--- src/rtl/instr_encode_loader_pkg.sv ---
// Shared processor encoding: opcodes, kind codes and instruction field positions,
// kept identical to what the decode stage uses.
package instr_encode_loader_pkg;

  localparam int INSTR_W = 32;

  localparam logic [4:0] OPC_ALU  = 5'b00000;
  localparam logic [4:0] OPC_ADDI = 5'b00101;
  localparam logic [4:0] OPC_SW   = 5'b00111;
  localparam logic [4:0] OPC_LW   = 5'b01000;

  typedef enum logic [2:0] {
    KIND_ALU  = 3'd0,
    KIND_ADDI = 3'd1,
    KIND_SW   = 3'd2,
    KIND_LW   = 3'd3
  } kind_e;

  localparam int OPC_HI   = 31, OPC_LO   = 27;
  localparam int RD_HI    = 26, RD_LO    = 22;
  localparam int RS_HI    = 21, RS_LO    = 17;
  localparam int RT_HI    = 16, RT_LO    = 12;
  localparam int SHAMT_HI = 11, SHAMT_LO = 7;
  localparam int ALUOP_HI = 6,  ALUOP_LO = 2;
  localparam int IMM_HI   = 16, IMM_LO   = 0;

  typedef enum logic [1:0] {
    ST_IDLE  = 2'd0,
    ST_RUN   = 2'd1,
    ST_DRAIN = 2'd2
  } state_e;

endpackage

--- src/rtl/instr_encode_loader_field_pack.sv ---
// Combinational packer: instruction kind plus fields -> 32-bit word and a legal flag.
module instr_field_pack
  import instr_encode_loader_pkg::*;
(
  input  logic [2:0]         kind,
  input  logic [4:0]         rd,
  input  logic [4:0]         rs,
  input  logic [4:0]         rt,
  input  logic [4:0]         shamt,
  input  logic [4:0]         aluop,
  input  logic [16:0]        imm,
  output logic [INSTR_W-1:0] word,
  output logic               legal
);

  logic [4:0] opc;

  always_comb begin
    opc   = OPC_ALU;
    legal = 1'b1;
    case (kind)
      KIND_ALU:  opc = OPC_ALU;
      KIND_ADDI: opc = OPC_ADDI;
      KIND_SW:   opc = OPC_SW;
      KIND_LW:   opc = OPC_LW;
      default:   legal = 1'b0;
    endcase
  end

  always_comb begin
    word                  = '0;
    word[OPC_HI:OPC_LO]   = opc;
    word[RD_HI:RD_LO]     = rd;
    word[RS_HI:RS_LO]     = rs;
    if (kind == KIND_ALU) begin
      word[RT_HI:RT_LO]       = rt;
      word[SHAMT_HI:SHAMT_LO] = shamt;
      word[ALUOP_HI:ALUOP_LO] = aluop;
    end else begin
      word[IMM_HI:IMM_LO]     = imm;
    end
  end

endmodule

--- src/rtl/instr_encode_loader.sv ---
// Loader FSM: accepts field bundles, packs them and writes consecutive imem words
// starting at a latched base address, for a latched word count.
module instr_encode_loader
  import instr_encode_loader_pkg::*;
#(
  parameter int ADDR_W = 12,
  parameter int CNT_W  = 12
) (
  input  logic              clock,
  input  logic              reset,
  input  logic              start,
  input  logic [ADDR_W-1:0] base_addr,
  input  logic [CNT_W-1:0]  count,
  input  logic              in_valid,
  output logic              in_ready,
  input  logic [2:0]        in_kind,
  input  logic [4:0]        in_rd,
  input  logic [4:0]        in_rs,
  input  logic [4:0]        in_rt,
  input  logic [4:0]        in_shamt,
  input  logic [4:0]        in_aluop,
  input  logic [16:0]       in_imm,
  output logic              imem_we,
  output logic [ADDR_W-1:0] imem_addr,
  output logic [31:0]       imem_data,
  output logic              busy,
  output logic              done,
  output logic              err
);

  state_e             state, state_nxt;
  logic [CNT_W-1:0]   remaining;
  logic [ADDR_W-1:0]  ptr;
  logic [INSTR_W-1:0] pack_word;
  logic               pack_legal;
  logic               hs, hs_ok, start_ok;

  instr_field_pack u_pack (
    .kind  (in_kind),
    .rd    (in_rd),
    .rs    (in_rs),
    .rt    (in_rt),
    .shamt (in_shamt),
    .aluop (in_aluop),
    .imm   (in_imm),
    .word  (pack_word),
    .legal (pack_legal)
  );

  // Ready depends on registered state only, never on in_valid.
  assign in_ready = (state == ST_RUN) && (remaining != '0);
  assign hs       = in_valid && in_ready;
  assign hs_ok    = hs && pack_legal;
  assign start_ok = (state == ST_IDLE) && start;
  assign busy     = (state == ST_RUN) || (state == ST_DRAIN);
  assign done     = (state == ST_DRAIN);

  always_comb begin
    state_nxt = state;
    case (state)
      ST_IDLE:  if (start) state_nxt = (count == '0) ? ST_DRAIN : ST_RUN;
      ST_RUN:   if (hs_ok && remaining == CNT_W'(1)) state_nxt = ST_DRAIN;
      ST_DRAIN: state_nxt = ST_IDLE;
      default:  state_nxt = ST_IDLE;
    endcase
  end

  always_ff @(posedge clock or posedge reset) begin
    if (reset) begin
      state     <= ST_IDLE;
      remaining <= '0;
      ptr       <= '0;
      err       <= 1'b0;
      imem_we   <= 1'b0;
      imem_addr <= '0;
      imem_data <= '0;
    end else begin
      state   <= state_nxt;
      imem_we <= 1'b0;
      if (start_ok) begin
        remaining <= count;
        ptr       <= base_addr;
        err       <= 1'b0;
      end
      // Illegal bundles are swallowed: flagged, but neither written nor counted.
      if (hs_ok) begin
        imem_we   <= 1'b1;
        imem_addr <= ptr;
        imem_data <= pack_word;
        remaining <= remaining - 1'b1;
        ptr       <= ptr + 1'b1;
      end else if (hs) begin
        err <= 1'b1;
      end
    end
  end

endmodule

--- config.mk ---
export PLATFORM = sky130hd
export DESIGN_NAME = instr_encode_loader
export DESIGN_NICKNAME = d
export VERILOG_FILES = /design/src/rtl/instr_encode_loader_pkg.sv /design/src/rtl/instr_encode_loader_field_pack.sv /design/src/rtl/instr_encode_loader.sv
export SDC_FILE = /design/constraint.sdc
export NUM_CORES = 1
export LEC_CHECK = 0
export ABC_AREA = 1
export BUFFER_PORTS_ARGS = -buffer_cell sky130_fd_sc_hd__buf_2
export CAP_MARGIN = 40
export CORE_ASPECT_RATIO = 1.4
export CORE_MARGIN = 1
export CORE_UTILIZATION = 46
export DETAILED_ROUTE_END_ITERATION = 10
export PLACE_DENSITY = 0.82
export SLEW_MARGIN = 20
export SYNTH_ARGS = -nofsm -noshare
export SYNTH_HDL_FRONTEND = slang
export SYNTH_SLANG_ARGS = --single-unit
--- constraint.sdc ---
create_clock -name clock -period 2.4 [get_ports clock]
set_input_delay 0.48 -clock clock [delete_from_list [all_inputs] [get_ports clock]]
set_output_delay 0.48 -clock clock [all_outputs]
set_load 0.02 [all_outputs]
## After elaboration in Yosys (flattened, before gate mapping)

Cells that the tools add are included.

- Flip-flop bits (word level): 72
- Output and inout bits: 49
- Word-level logic and storage cells: 46
- Input bits: 73

- Add/subtract/negate cells: 2
- Eq/ne operators: 8
- Multiplexer cells: 16
- Reductions and logical operators: 13

Operators with widths:

| kind | number |
|---|---|
| $mux 12 | 4 |
| $mux 15 | 1 |
| $add 12x1->12 const B | 1 |
| $eq 12x1->1 const B | 1 |
| $logic_not 12->1 | 1 |
| $pmux 4 s3 | 1 |
| $reduce_bool 12->1 | 1 |
| $sub 12x1->12 const B | 1 |
| $mux 2 | 4 |
| $eq 3x2->1 const B | 2 |
| $logic_and 1x1->1 | 5 |
| $mux 1 | 5 |
| $pmux 2 s2 | 1 |
| $reduce_or 4->1 | 1 |
| $eq 3x1->1 const B | 1 |
| $logic_not 3->1 | 1 |
| $eq 2x1->1 const B | 1 |
| $eq 2x2->1 const B | 1 |
| $logic_not 2->1 | 1 |
| $ne 2x1->1 const B | 1 |
| $ne 2x2->1 const B | 1 |
| $reduce_and 2->1 | 1 |
| $reduce_bool 2->1 | 1 |
| $logic_or 1x1->1 | 1 |

## Logic depth before layout (Yosys ltp)

- Word-level depth: 7
- Mapped depth: 11
- Depth with buffers taken out: 10

## Cells and area by module

A second synthesis with hierarchy kept.

- Cell total of the unflattened synthesis: 499
- Area total of the unflattened synthesis: 3,839.9 um2

Modules (own cells, without submodules):

| module | area an instance (um2) | sequential area each (um2) | cells an instance | times used |
|---|---|---|---|---|
| instr_encode_loader | 3,467.1 | 1,801.7 | 424 | 1 |
| instr_field_pack | 372.9 | 0.0 | 75 | 1 |

## Worst setup path before layout

OpenSTA, ideal clock, no wires.

- Kind: register to output
- Start point: register remaining[0]
- End point: output port in_ready
- Data arrival time: 1.192 ns
- Stages on the path, launching flop included: 6
- Path buffers: 0
- Slack: 0.728 ns
- Required time: 1.920 ns
- Cells stage by stage: dfrtp_1 inv_1 ha_1 nand2_2 nor2_4 a21oi_1

- Cells in the longest elaborated chain, start to end: 2

RTL lines:

| item | line | text |
|---|---|---|
| start: declaration | instr_encode_loader.sv:32 | `logic [CNT_W-1:0] remaining;` |
| start signal: assignment | instr_encode_loader.sv:81 | `remaining <= count;` |
| start signal: assignment | instr_encode_loader.sv:90 | `remaining <= remaining - 1'b1;` |
| $reduce_bool 12->1 | instr_encode_loader.sv:51 | `assign in_ready = (state == ST_RUN) && (remaining != '0);` |
| $logic_and 1x1->1 | instr_encode_loader.sv:51 |  |
| end: declaration | instr_encode_loader.sv:15 | `output logic in_ready,` |

Every way passes these cells.

## Final worst setup path

Same ends and word-level chain as after synthesis.

==> summary.md <==
| Metric | Value |
|---|---|
| Clk slew on worst S/H paths | `0.08 ns` |
| Number of global-route vias before repair | `3,406` |
| Synth-to-layout area growth | `24.16%` |
| Number of synthesized flops with an enable pin | `0` |
| Hpwl dp | `6583 um` |
| First-pass GRT wire length | `14,860 um` |
| FP Rows | `37` |
| Post-place instance area | `0.004269 mm^2` |
| DRC errors left | `0` |
| Max clock buf depth | `2` |
| Vias | `3,355` |
| Clock sinks | `70` |
| Reg-to-reg endpoint | `ptr[11]` |
| Power consumption | `5.309 mW` |
| Setup TNS | `0 ns` |
| Final setup fails | `0` |
| Total track usage | `23.43%` |
| Pre-antenna DRT Iters | `4` |
| Layout Cells excl Fill | `664` |
| YS warnings | `0` |
| R2R depth | `10` |
| Hold-fix buffers, CTS | `0` |
| Unrepaired setup endpoints after global routing | `false` |
| Reg2reg start | `remaining[0]` |
| Post-Synthesis Cell Area | `0.003578 mm^2` |
| Worst-margin pin slew | `0.5463 ns` |
| NumNets Final | `641` |
| Port bufs | `120` |
| Synth top area cells | `dfrtp_1, nand2_1, nand3_1` |
| Leak | `2.367 nW` |
| Root Driver | `clkbuf_8` |
| Post_cts resized | `0` |
| Avg Vias per Cell | `5.053` |
| Largest net degree at the start of global routing | `33` |
| Max_cap viols | `0` |
| Final Skew | `0.009353 ns` |
| Post-synth top flop | `dfrtp_1` |
| First DRT Iteration DRCs | `245` |
| VDD IR max | `0.0006137 V` |
| Die Y | `106.4 um` |
| Final Wtd Congestion | `0.8952` |
| Initial Util | `48.01%` |
| Seq/Total Area, Yosys | `48.95%` |
| Antenna violations before repair | `0` |
| Gr ovfl total | `0` |
| Status | `finished clean` |
| Setup Buffers After CTS | `0` |
| Crit path max fanout | `4` |
| Setup crit start kind | `flop` |
| CTS tree | `built` |
| Post-Syn Nets | `519` |
| Mapped Cells | `440` |
| Post-route ant nets | `0` |
| Layout cells sized above 1 | `27.69%` |
| Final Cycle Share | `91.23%` |
| Number of distinct library cells after synthesis | `33` |
| Setup slack, reg-to-reg | `0.40 ns` |
| Commonest non-fill, non-tap cells in the layout | `nand2_1, buf_2, dfrtp_1` |
| Max-slew violation total from the final report | `0` |
| Class of the worst hold path | `primary input to async pin` |
| Max-slew headroom | `63.50%` |
| I/O pins | `122` |
| Fin. Hold Viols | `0` |
| Crit path kind | `flop to output port` |
| Syn Area/Cell | `8.133 um^2` |
| Achievable Freq | `456.7 MHz` |
| Arr. time, crit path | `1.71 ns` |
| Number of diodes | `0` |
| Hold slack | `0.1114 ns` |
| Nature of the critical path endpoint | `output port` |
| Post-layout min period | `2.189 ns` |
| PwrDens | `1195 mW/mm^2` |
| Asr flop ratio synth | `100.0%` |
| Die X | `76.54 um` |
| CP required | `1.92 ns` |
| Core Footprint | `0.007453 mm^2` |
| Final Cell Area | `0.004443 mm^2` |
| TritonCTS buffer count | `9` |
| Detailed Route WL | `8659 um` |
| Post-Place Cells | `648` |
| Clk_lat worst skew | `0.36 ns` |
| Full die area | `0.008141 mm^2` |
| Wirelength per Cell | `13.04 um` |
| Synth top area share | `48.95%` |
| FF+latch count, synth | `70` |
| Area leader, netlist | `dfrtp_1` |
| H-Tree Depth | `3` |
| Commonest non-fill, non-tap cell in the layout | `nand2_1` |
per-layer routing:
| metal | share of wire [%] | track usage (%) | vias up |
|---|---|---|---|
| met5 | 0 | 0 | - |
| met4 | 2.5 | 10.99 | 0 |
| met3 | 6.8 | 6.867 | 18 |
| met2 | 50 | 42.08 | 128 |
| met1 | 41 | 25.06 | 1538 |
| li1 | - | - | 1671 |
critical path, cell delays in order, from the launching register on:
cell and delay, ns:
dfrtp_1 0.37, inv_1 0.08, ha_1 0.25, nand2_2 0.13, nor2_4 0.06, a21oi_1 0.24, buf_2 0.22
how the worst max path moves through the flow:
stage | startpoint | slack (ns) | end
floorplan | reset | 0.15 | err
global placement | remaining[0] | 0.53 | imem_addr[9]
detailed placement | remaining[0] | 0.44 | imem_addr[9]
CTS | remaining[0] | 0.18 | in_ready
global route | remaining[0] | 0.09 | in_ready
finish | remaining[0] | 0.21 | in_ready
state kept, by name (all words and copies together) (netlist names):
| signal | count |
|---|---|
| remaining | 12 |
| imem_data | 30 |
| imem_we | 1 |
| state | 2 |
| ptr | 12 |
| imem_addr | 12 |
| err | 1 |
Yosys cell counts (2+ instances only):
library cell and n:
clkinv_1 2, nand4_1 2, inv_1 36, clkbuf_1 3, a21oi_1 18, nor2_1 36
xor2_1 10, dfrtp_1 70, o21ai_0 15, nor3_1 4, xnor2_1 3, o31ai_1 13
o21ai_1 16, nand2_2 2, nand3_1 31, ha_1 6, nand2_1 133, buf_4 7
o211ai_1 10, o31ai_2 2, buf_6 2, buf_2 8
where the power goes:
part / internal (mW) / switching [mW]
sequential: 1.73 / 0.378
clock: 0.375 / 0.474
combinational: 0.848 / 1.50
cells by family (layout without fill, tap and decap cells):
| kind of cell | count (synthesis) | count (layout) | synth area share [%] |
|---|---|---|---|
| adder cells (fa/ha/maj) | 6 | 6 | 2.098 |
| buffers and inverters | 59 | 186 | 7.622 |
| other | 1 | 1 | 0.1048 |
| flip-flops | 70 | 70 | 48.95 |
| AND/OR/NAND/NOR | 213 | 213 | 24.79 |
| XOR/XNOR | 13 | 13 | 3.182 |
| AO/OA/AOI/OAI | 78 | 78 | 13.25 |
per-stage QoR:
step | util (%) | worst slack (ns)
after global routing | 59.61 | 0.09154
after global placement | 57.28 | 0.5262
after detailed placement | 57.28 | 0.4404
after CTS | 59.61 | 0.1773
after floorplan | - | 0.1518
final | 59.61 | 0.2106
layout make-up:
cell class,instances,area [um^2]
fillers,678,3010
flip-flops and latches,70,1752
multi-input cells,311,1554
repair buffers,131,695.7
inverters,39,146.4
clock buffers,9,123.9
well taps,97,121.4
clock inverters,7,50.05
Power figures use the tool's default switching activity.
